===== config.mk =====
export PLATFORM = sky130hd
export DESIGN_NAME = stall_ctrl
export DESIGN_NICKNAME = d
export VERILOG_FILES = /design/src/rtl/stall_ctrl_pkg.sv /design/src/rtl/stall_wdog.sv /design/src/rtl/stall_ctrl.sv
export SDC_FILE = /design/constraint.sdc
export NUM_CORES = 1
export LEC_CHECK = 0
export ABC_AREA = 1
export CAP_MARGIN = 20
export CORE_AREA = 2 2 39 41
export DETAILED_ROUTE_END_ITERATION = 12
export DIE_AREA = 0 0 41 43
export GPL_TIMING_DRIVEN = 1
export SLEW_MARGIN = 15
export SYNTH_ARGS = -nofsm -noshare
export SYNTH_HDL_FRONTEND = slang
export SYNTH_SLANG_ARGS = --single-unit

===== constraint.sdc =====
create_clock -name clk -period 1.5 [get_ports clk]
set_clock_uncertainty 0.2 [all_clocks]
set_input_delay 0.15 -clock clk [delete_from_list [all_inputs] [get_ports clk]]
set_output_delay 0.15 -clock clk [all_outputs]
set_load 0.01 [all_outputs]

===== src/rtl/stall_ctrl_pkg.sv =====
// Shared definitions for the pipeline stall controller: FSM state encodings
// and the default deadlock watchdog limit.
package stall_ctrl_pkg;

    typedef enum logic [1:0] {
        RUN   = 2'b00,
        STALL = 2'b01,
        HOLD  = 2'b10,
        HALT  = 2'b11
    } state_t;

    localparam int WDOG_LIMIT_DEFAULT = 4;

endpackage


===== src/rtl/stall_wdog.sv =====
// Consecutive-stall watchdog: a 3-bit saturating counter that flags when the
// count reaches LIMIT on the edge being computed.
module stall_wdog
    import stall_ctrl_pkg::*;
#(
    parameter int LIMIT = WDOG_LIMIT_DEFAULT
) (
    input  logic       clk,
    input  logic       reset,
    input  logic       inc,
    input  logic       clr,
    input  logic       keep,
    output logic [2:0] count,
    output logic       hit
);

    logic [2:0] count_next;

    always_comb begin
        count_next = count;
        if (clr) begin
            count_next = '0;
        end else if (keep) begin
            count_next = count;
        end else if (inc && (count != 3'd7)) begin
            count_next = count + 3'd1;
        end
    end

    // hit looks at the value being loaded so the error lands on the same edge
    assign hit = inc && !clr && !keep && (int'(count_next) >= LIMIT);

    always_ff @(posedge clk or posedge reset) begin
        if (reset) begin
            count <= '0;
        end else begin
            count <= count_next;
        end
    end

endmodule


===== src/rtl/stall_ctrl.sv =====
// Pipeline stall/hold/halt controller with deadlock watchdog.
// Optional macro STALL_CTRL_PERF_EN adds stall_cycles/hold_cycles counters.
module stall_ctrl
    import stall_ctrl_pkg::*;
#(
    parameter int WDOG_LIMIT = WDOG_LIMIT_DEFAULT
) (
    input  logic        clk,
    input  logic        reset,
    input  logic        stall,
    input  logic        hold,
    input  logic        halt_req,
    input  logic        resume,
    output logic        pc_en,
    output logic        ifid_en,
    output logic        idex_clr,
    output logic        exmem_en,
    output logic        memwb_en,
    output logic [1:0]  state,
`ifdef STALL_CTRL_PERF_EN
    output logic        wdog_err,
    output logic [31:0] stall_cycles,
    output logic [31:0] hold_cycles
`else
    output logic        wdog_err
`endif
);

    state_t     state_q;
    state_t     state_d;
    logic       halted;
    logic       resume_go;
    logic       wdog_inc;
    logic       wdog_keep;
    logic       wdog_clr;
    logic       wdog_hit;
    logic [2:0] wdog_count;

    assign halted    = (state_q == HALT);
    assign resume_go = halted && resume && !wdog_err;
    assign wdog_inc  = stall && !hold && !halted;
    assign wdog_keep = hold && !halted;
    assign wdog_clr  = (!stall && !hold) || resume_go;
    assign state     = state_q;

    stall_wdog #(
        .LIMIT (WDOG_LIMIT)
    ) u_wdog (
        .clk   (clk),
        .reset (reset),
        .inc   (wdog_inc),
        .clr   (wdog_clr),
        .keep  (wdog_keep),
        .count (wdog_count),
        .hit   (wdog_hit)
    );

    always_ff @(posedge clk or posedge reset) begin
        if (reset) begin
            state_q  <= RUN;
            wdog_err <= 1'b0;
        end else begin
            state_q <= state_d;
            if (wdog_hit) begin
                wdog_err <= 1'b1;
            end
        end
    end

    // Priority: halted > hold > stall > normal; halt_req waits out a hold.
    always_comb begin
        pc_en    = 1'b1;
        ifid_en  = 1'b1;
        idex_clr = 1'b0;
        exmem_en = 1'b1;
        memwb_en = 1'b1;
        state_d  = RUN;
        if (halted) begin
            pc_en    = 1'b0;
            ifid_en  = 1'b0;
            idex_clr = 1'b1;
            exmem_en = 1'b0;
            memwb_en = 1'b0;
            state_d  = resume_go ? RUN : HALT;
        end else if (hold) begin
            pc_en    = 1'b0;
            ifid_en  = 1'b0;
            exmem_en = 1'b0;
            memwb_en = 1'b0;
            state_d  = HOLD;
        end else begin
            if (stall) begin
                pc_en    = 1'b0;
                ifid_en  = 1'b0;
                idex_clr = 1'b1;
                state_d  = STALL;
            end
            // the halting instruction itself is squashed into a bubble
            if (halt_req) begin
                idex_clr = 1'b1;
            end
            if (halt_req || wdog_hit) begin
                state_d = HALT;
            end
        end
    end

`ifdef STALL_CTRL_PERF_EN
    always_ff @(posedge clk or posedge reset) begin
        if (reset) begin
            stall_cycles <= '0;
            hold_cycles  <= '0;
        end else begin
            if (wdog_inc) begin
                stall_cycles <= stall_cycles + 32'd1;
            end
            if (wdog_keep) begin
                hold_cycles <= hold_cycles + 32'd1;
            end
        end
    end
`endif

endmodule

# Word-level counts from Yosys, hierarchy flattened
# Index checks and enable logic that the tools add are counted.
dict set report word_totals {
  register_bits 6
  inputBits 6
  output_inout_bits 8
  elab_cells 42
}
dict set report op_classes {
  addsub 1
  magnitude_cmp 1
  eq_ne 2
  mux 17
  n_reduce_logical 18
}
# cell n
set op_table {}
lappend op_table {{$logic_and 1x1->1} 10}
lappend op_table {{$mux 1} 10}
lappend op_table {{$mux 3} 3}
lappend op_table {{$mux 2} 4}
lappend op_table {{$logic_not 1->1} 6}
lappend op_table {{$add 3x1->3 const B} 1}
lappend op_table {{$ge 3x3->1 const B} 1}
lappend op_table {{$ne 3x3->1 const B} 1}
lappend op_table {{$eq 2x2->1 const B} 1}
lappend op_table {{$logic_or 1x1->1} 2}

# Longest topological paths before layout
# Gate-level depths: netlist of run 1.
dict set report logic_depth {
  depth_word 13
  ltp_mapped 9
  depth_no_buf 9
}

# By module
# Synthesis of run 1 repeated with hierarchy kept, for this count alone.
dict set report hier_totals {
  cells_unflattened 57
  hier_area_um2 406.6
}
# module n_inst cells_per_inst area_each_um2 seq_area_each_um2
set by_module_without_submodules {}
lappend by_module_without_submodules {stall_wdog 1 27 203.9 75.1}
lappend by_module_without_submodules {stall_ctrl 1 30 202.7 75.1}

# Least setup slack after synthesis of run 1
# No wires, ideal clock.
dict set report synth_path {
  kind {reg-to-reg}
  startpoint {reg u_wdog.count[0]}
  endpoint {reg state_q[1] (netlist: state[1])}
  setup_ps 113
  arrival_ps 1206
  t_required_ps 1187
  setup_slack_ps -19
  stages_incl_launch_ff 9
  path_buffers 0
  synth_period_minus_slack_ps 1519
  path_cell_list {dfrtp_1 ha_1 ha_1 inv_1 nand4_1 nand4_2 nand3_2 nand2_1 inv_1}
}
dict set report synth_between {
  elab_chain_len 11
  word_cells_on_any_way 12
  cone_classes {1 x add/sub; 1 x order compare; 1 x eq/ne; 6 x mux; 3 x reduce/logical}
}
# item line
set synth_rtl {}
lappend synth_rtl {{start, declared} stall_wdog.sv:13} ;# output logic [2:0] count,
lappend synth_rtl {{start signal, assigned} stall_wdog.sv:37} ;# count <= count_next;
lappend synth_rtl {{parallel branches: the longest is 3 deep, another holds $add 3x1->3} -}
lappend synth_rtl {{$mux 3 (*)} stall_wdog.sv:23} ;# end else if (keep) begin
lappend synth_rtl {{$mux 3 (*)} stall_wdog.sv:21} ;# if (clr) begin
lappend synth_rtl {{$ge 3x3->1 (*)} stall_wdog.sv:31} ;# assign hit = inc && !clr && !keep && (int'(count_next) >= LIMIT);
lappend synth_rtl {{$logic_and 1x1->1 (*)} stall_wdog.sv:31}
lappend synth_rtl {{$logic_or 1x1->1 (*)} stall_ctrl.sv:102} ;# if (halt_req || wdog_hit) begin
lappend synth_rtl {{$mux 2 (*)} stall_ctrl.sv:102}
lappend synth_rtl {{$mux 2 (*)} stall_ctrl.sv:85} ;# end else if (hold) begin
lappend synth_rtl {{$mux 2 (*)} stall_ctrl.sv:78} ;# if (halted) begin
lappend synth_rtl {{via state_d[1]} stall_ctrl.sv:30} ;# state_t state_d;
lappend synth_rtl {{end signal, assigned} stall_ctrl.sv:63} ;# state_q <= state_d;
lappend synth_rtl {{end, declared} stall_ctrl.sv:29} ;# state_t state_q;
# Mark *: on every way through the listed nets, which the timed path passes.
# A chain may end at the register's enable or synchronous reset.

# Worst setup path after layout of run 1
dict set report layout_path {
  startpoint {reg u_wdog.count[1]}
  endpoint {reg state_q[1] (netlist: state[1])}
}
# Same word-level chain as after synthesis.

==> impl_metrics.json, run 1 <==
{
  "status": "complete, but fails checks",
  "violations": "negative setup slack",
  "wl_um": 897,
  "start_util": 0.279,
  "io_pins": 14,
  "drv_slew": 0,
  "antenna_found_initial": 0,
  "synthArstFlopShare": 1.00,
  "rows": 14,
  "syn_area_sq_um": 387,
  "synth_edf_count": 0,
  "vias": 390,
  "die-area_sq_um": 1760,
  "yosys_warnings": 0,
  "cp_cell_sequence": "ha_2, ha_4, inv_2, nand4_1, nand4_2, nand3_2, nand2_1, inv_1",
  "dr.pass1.iters": 4,
  "clkSinkCount": 6,
  "die_h_um": 43,
  "nets": 87,
  "r2r-start": "u_wdog.count[1]",
  "worstPathRequired_ns": 1.43,
  "synth_fp_nets": 57,
  "clock_latency_ns": 0.24,
  "cts_tree": "yes",
  "finalCritPeriodShare": 1.01,
  "grt_overflow": 0,
  "rsz0062_at_grt": "true",
  "drc": 0,
  "tightest_slew_ns": 0.235,
  "worst_hold_slack_ns": 0.289,
  "max_stage_delay_ns": 0.38,
  "post-place-ws_ns": -0.276,
  "r2r_slack_ns": -0.02,
  "avgSynthCellArea_sq_um": 7.89,
  "die_x_um": 41,
  "area_growth_pct": 68.0,
  "cts_root_buffer": "clkbuf_4",
  "holdPathEnd": "wdog_err",
  "numCtsBuffers": 3,
  "synth_cell_types": 16,
  "avgRoutedWirePerCell_um": 9.65,
  "numPortBuffers": 13,
  "r2r-end": "state[1]",
  "drv_cap": 0,
  "reg2reg_depth": 8,
  "worst_slew_margin_rel": 0.843,
  "fmax_ghz": 0.658,
  "power_leakage_uw": 0.000339,
  "hp-class": "flop to flop",
  "path_class": "flop to flop",
  "cp-start-kind": "flop",
  "grt_pass1_wl_um": 1610,
  "grt_pass1_vias": 402,
  "hpwl_um": 677,
  "path_clk_slew_ns": 0.05,
  "slowest_stage": "dfrtp_1",
  "cp_max_fo": 2,
  "place_congestion": 0.690,
  "drt_iter0_markers": 8,
  "coreArea_sq_um": 1380,
  "ir_drop_mv": 0.748,
  "synth_seq_cells": 6,
  "p_per_area_nw_per_um2": 1280,
  "grt_max_degree": 7,
  "vias_per_cell": 4.19,
  "hold_violations": 0,
  "min_from": "wdog_err",
  "ant_nets": 0,
  "htreeDepth": 1,
  "setup_viol": 2,
  "whs_path_depth": 2,
  "cts_buffer_depth": 2,
  "track_usage": 0.135,
  "worstPathArrival_ns": 1.45,
  "yosysSeqAreaShare": 0.388,
  "layout_setup_ws_ns": -0.0202,
  "end_kind": "flop",
  "final_layout_size_suffix_gt1_frac": 0.429,
  "synth_top_flop_cell": "dfrtp_1",
  "synth_cells": 49,
  "antennaDiodeCount": 0,
  "min_period_ns": 1.52
}
[critical path, delay by kind of cell, from the launching register on]
family	cells	cell delay, ns
AND/OR/NAND/NOR	4	0.35
buffers and inverters	2	0.08
flip-flops	1	0.38
adder cells (fa/ha/maj)	2	0.41
[cell usage after synthesis (2+ instances only)]
master	n	area [sq um]
dfrtp_1	6	150
ha_1	2	25.0
buf_4	2	15.0
nand2_1	7	26.3
o21ai_0	3	15.0
nor2_1	4	15.0
a21oi_1	2	10.0
nand3_2	2	20.0
inv_1	14	52.6
[timing repair]
action | in CTS | in global routing
endpoints found under the setup margin | 11 | 7
pin swaps | 2 | 0
hold buffers | 1 | 0
hold endpoints to repair | 6 | 0
resized for setup | 24 | 5
setup buffers | 1 | 0
[flip-flops by register name (all words and copies together) (netlist names)]
| signal | flops |
|---|---|
| u_wdog.count | 3 |
| state | 2 |
| wdog_err | 1 |
[placed cells by master, fill, tap and decap left out]
| master | count |
|---|---|
| dlymetal6s2s_1 | 1 |
| dfrtp_1 | 6 |
| ha_2 | 1 |
| buf_2 | 3 |
| nor2_2 | 1 |
| o21ai_1 | 1 |
| inv_2 | 2 |
| ha_4 | 1 |
| clkbuf_2 | 2 |
| nand4_1 | 1 |
| nand2_2 | 1 |
| dlygate4sd3_1 | 1 |
| dlygate4sd2_1 | 2 |
| o21ai_0 | 2 |
| a21oi_1 | 2 |
| nand2_1 | 7 |
| nor2_1 | 3 |
| nand4_2 | 1 |
| nor2_4 | 2 |
| nand3_2 | 2 |
| inv_1 | 12 |
| clkdlybuf4s50_1 | 4 |
| buf_4 | 13 |
| o21bai_1 | 1 |
| clkbuf_4 | 3 |
| clkdlybuf4s15_1 | 1 |
| and3_2 | 1 |
[routing by layer]
| layer | part of all wire | wire [um] | global-route usage |
|---|---|---|---|
| met5 | 0 | 0 | 0 |
| met4 | 0 | 0 | 0.0600 |
| met3 | 0.026 | 23 | 0.0314 |
| met2 | 0.54 | 480 | 0.206 |
| met1 | 0.44 | 393 | 0.174 |
[worst max path at each step]
| stage | startpoint | end | slack, ns | depth (start not counted) |
|---|---|---|---|---|
| global route | u_wdog.count[1] | state[1] | -0.09 | 9 |
| CTS | u_wdog.count[1] | state[1] | -0.02 | 8 |
| floorplan | u_wdog.count[0] | state[1] | 0.02 | 8 |
| global placement | hold | ifid_en | -0.24 | 5 |
| finish | u_wdog.count[1] | state[1] | -0.02 | 8 |
| detailed placement | hold | pc_en | -0.28 | 5 |
[power breakdown]
group | switching (uW) | internal [uW] | total (uW)
clock network | 57.1 | 90.5 | 148
logic | 209 | 236 | 445
registers | 32.2 | 208 | 240
total | 299 | 534 | 833
[kinds of logic after synthesis]
family	synth area share
buf+inv	0.175
compound gates	0.0841
fa+ha+maj	0.0647
flops	0.388
simple gates	0.288
[layout make-up]
class                   count  area [sq um]
repair buffers             27           213
fillers                   136           734
well taps                  16          20.0
inverters                  14          52.6
clock buffers               3          22.5
multi-input cells          27           191
flip-flops and latches      6           150
[through the flow]
step                std cells  power (uW)  area (sq um)  utilization  TNS [ns]
detailed placement         88         678           614        0.444     -1.73
global placement           88         666           614        0.444     -1.57
floorplan                  49         427           389            -         0
CTS                        93         841           658        0.476   -0.0424
global route               93         909           649        0.469    -0.226
finish                     93         833           649        0.469   -0.0342
Power figures use the tool's default switching activity.
==> run 2: changes to the inputs <==
Clock period 1.5 ns to 1.6 ns, I/O delays scaled along.
==> run 2 against run 1 <==
The run still ends with negative setup slack left. Clock power shrank 10%. Via count is 2.1% lower. Clock-buffer cell count is the same. Wire length increased by 0.11%. Final area rose by 6.6%. Largest power group unchanged. Highest routed layer unchanged.
==> impl_metrics.json, run 2 (synthesis gave the netlist of run 1 again) <==
{
  "end_kind": "flop",
  "worstPathRequired_ns": 1.53,
  "start_util": 0.279,
  "vias": 382,
  "wl_um": 898,
  "ant_nets": 0,
  "final_cell_mix": "buf_4 (14), inv_1 (11), clkdlybuf4s50_1 (6), dfrtp_1 (6), nand2_1 (5)",
  "htreeDepth": 1,
  "cts_root_buffer": "clkbuf_4",
  "final_common_cell": "buf_4",
  "die-area_sq_um": 1760,
  "dr.pass1.iters": 3,
  "hp-class": "flop to flop",
  "coreArea_sq_um": 1380,
  "layout_setup_ws_ns": -0.0142,
  "path_class": "flop to flop",
  "drv_slew": 0,
  "power_leakage_uw": 0.000345,
  "clkSinkCount": 6,
  "path_clk_slew_ns": 0.04,
  "numCtsBuffers": 3,
  "rows": 14,
  "cp_max_fo": 2,
  "worst_slew_margin_rel": 0.855,
  "rsz0062_at_grt": "true",
  "cts_buffer_depth": 2,
  "regMostFlops": "u_wdog.count",
  "drt-met1-wl_um": 371,
  "status": "complete, but fails checks",
  "finalCritPeriodShare": 1.01,
  "min_period_ns": 1.61,
  "die_h_um": 43,
  "top_layer": "met3",
  "avgRoutedWirePerCell_um": 9.55,
  "clock_latency_ns": 0.24,
  "final_layout_size_suffix_gt1_frac": 0.423,
  "violations": "negative setup slack",
  "track_usage": 0.132,
  "nets": 88,
  "tightest_slew_ns": 0.217,
  "drt_iter0_markers": 5,
  "antennaDiodeCount": 0,
  "vias_per_cell": 4.06,
  "hpwl_um": 707,
  "dr_wl_met2_um": 507,
  "drc": 0,
  "grt_overflow": 0,
  "worst_hold_slack_ns": 0.282,
  "die_x_um": 41,
  "antenna_found_initial": 0,
  "ir_drop_mv": 0.517,
  "largest_register_ffs": 3,
  "fmax_ghz": 0.620,
  "setup_viol": 1,
  "cts_tree": "yes",
  "numPortBuffers": 13,
  "drv_cap": 0,
  "area_growth_pct": 79.0,
  "io_pins": 14,
  "cp-start-kind": "flop",
  "grt_pass1_vias": 366,
  "grt_max_degree": 7,
  "worstPathArrival_ns": 1.55,
  "grt_pass1_wl_um": 1530,
  "place_congestion": 0.742,
  "post-place-ws_ns": -0.189,
  "p_per_area_nw_per_um2": 1180,
  "met3WireLength_um": 20,
  "hold_violations": 0
}
## run 2: final cells by class
| cell class | instances | area (sq um) |
|---|---|---|
| Sequential cell | 6 | 150 |
| Timing Repair Buffer | 28 | 243 |
| Fill cell | 132 | 692 |
| Tap cell | 16 | 20.0 |
| Clock buffer | 3 | 22.5 |
| Multi-Input combinational cell | 27 | 204 |
| Inverter | 14 | 52.6 |
## run 2: power by group
group          switching, uW  internal [uW]
clock                   48.1           84.4
combinational            206            250
sequential              32.3            195
total                    287            530
## run 2: final timing paths
| check | startpoint | end | slack (ns) | cells past startpoint |
|---|---|---|---|---|
| worst max-delay path | u_wdog.count[1] | state[1] | -0.01 | 8 |
| worst min-delay path | wdog_err | wdog_err | 0.28 | 2 |
| worst max register to register | u_wdog.count[1] | state[1] | -0.01 | 8 |
| worst min register to register | wdog_err | wdog_err | 0.28 | 2 |
| max in group asynchronous | reset | state[1] | 0.53 | 3 |
| min in group asynchronous | reset | wdog_err | 0.49 | 3 |
## run 2: per-layer routing
metal  vias up  GRT usage
met1       172      0.169
met2         4      0.191
met3         0     0.0157
met4         0      0.100
met5         -          0
li1        206          -
## run 2: through the flow
| stage | std cells | util | power, uW | setup TNS (ns) | area (sq um) |
|---|---|---|---|---|---|
| after floorplan | 49 | - | 400 | 0 | 387 |
| after global placement | 86 | 0.431 | 623 | -0.825 | 597 |
| after detailed placement | 86 | 0.431 | 635 | -0.920 | 597 |
| after CTS | 90 | 0.464 | 763 | -0.0000187 | 642 |
| after global routing | 94 | 0.500 | 878 | -0.159 | 692 |
| final | 94 | 0.500 | 816 | -0.0142 | 692 |
## run 2: what timing repair did
item / CTS / global route
setup buffers: 0 / 4
setup endpoints to repair: 7 / 6
endpoints found under the hold margin: 6 / 0
pin swaps: 5 / 5
hold buffers: 1 / 0
resized for setup: 10 / 10
## run 2: critical path, cell delays in order (launching register included)
cell,delay (ns)
dfrtp_1,0.38
ha_2,0.19
ha_4,0.21
inv_2,0.04
nand4_1,0.16
nand4_4,0.15
nand3_2,0.07
nand2_2,0.07
inv_2,0.03
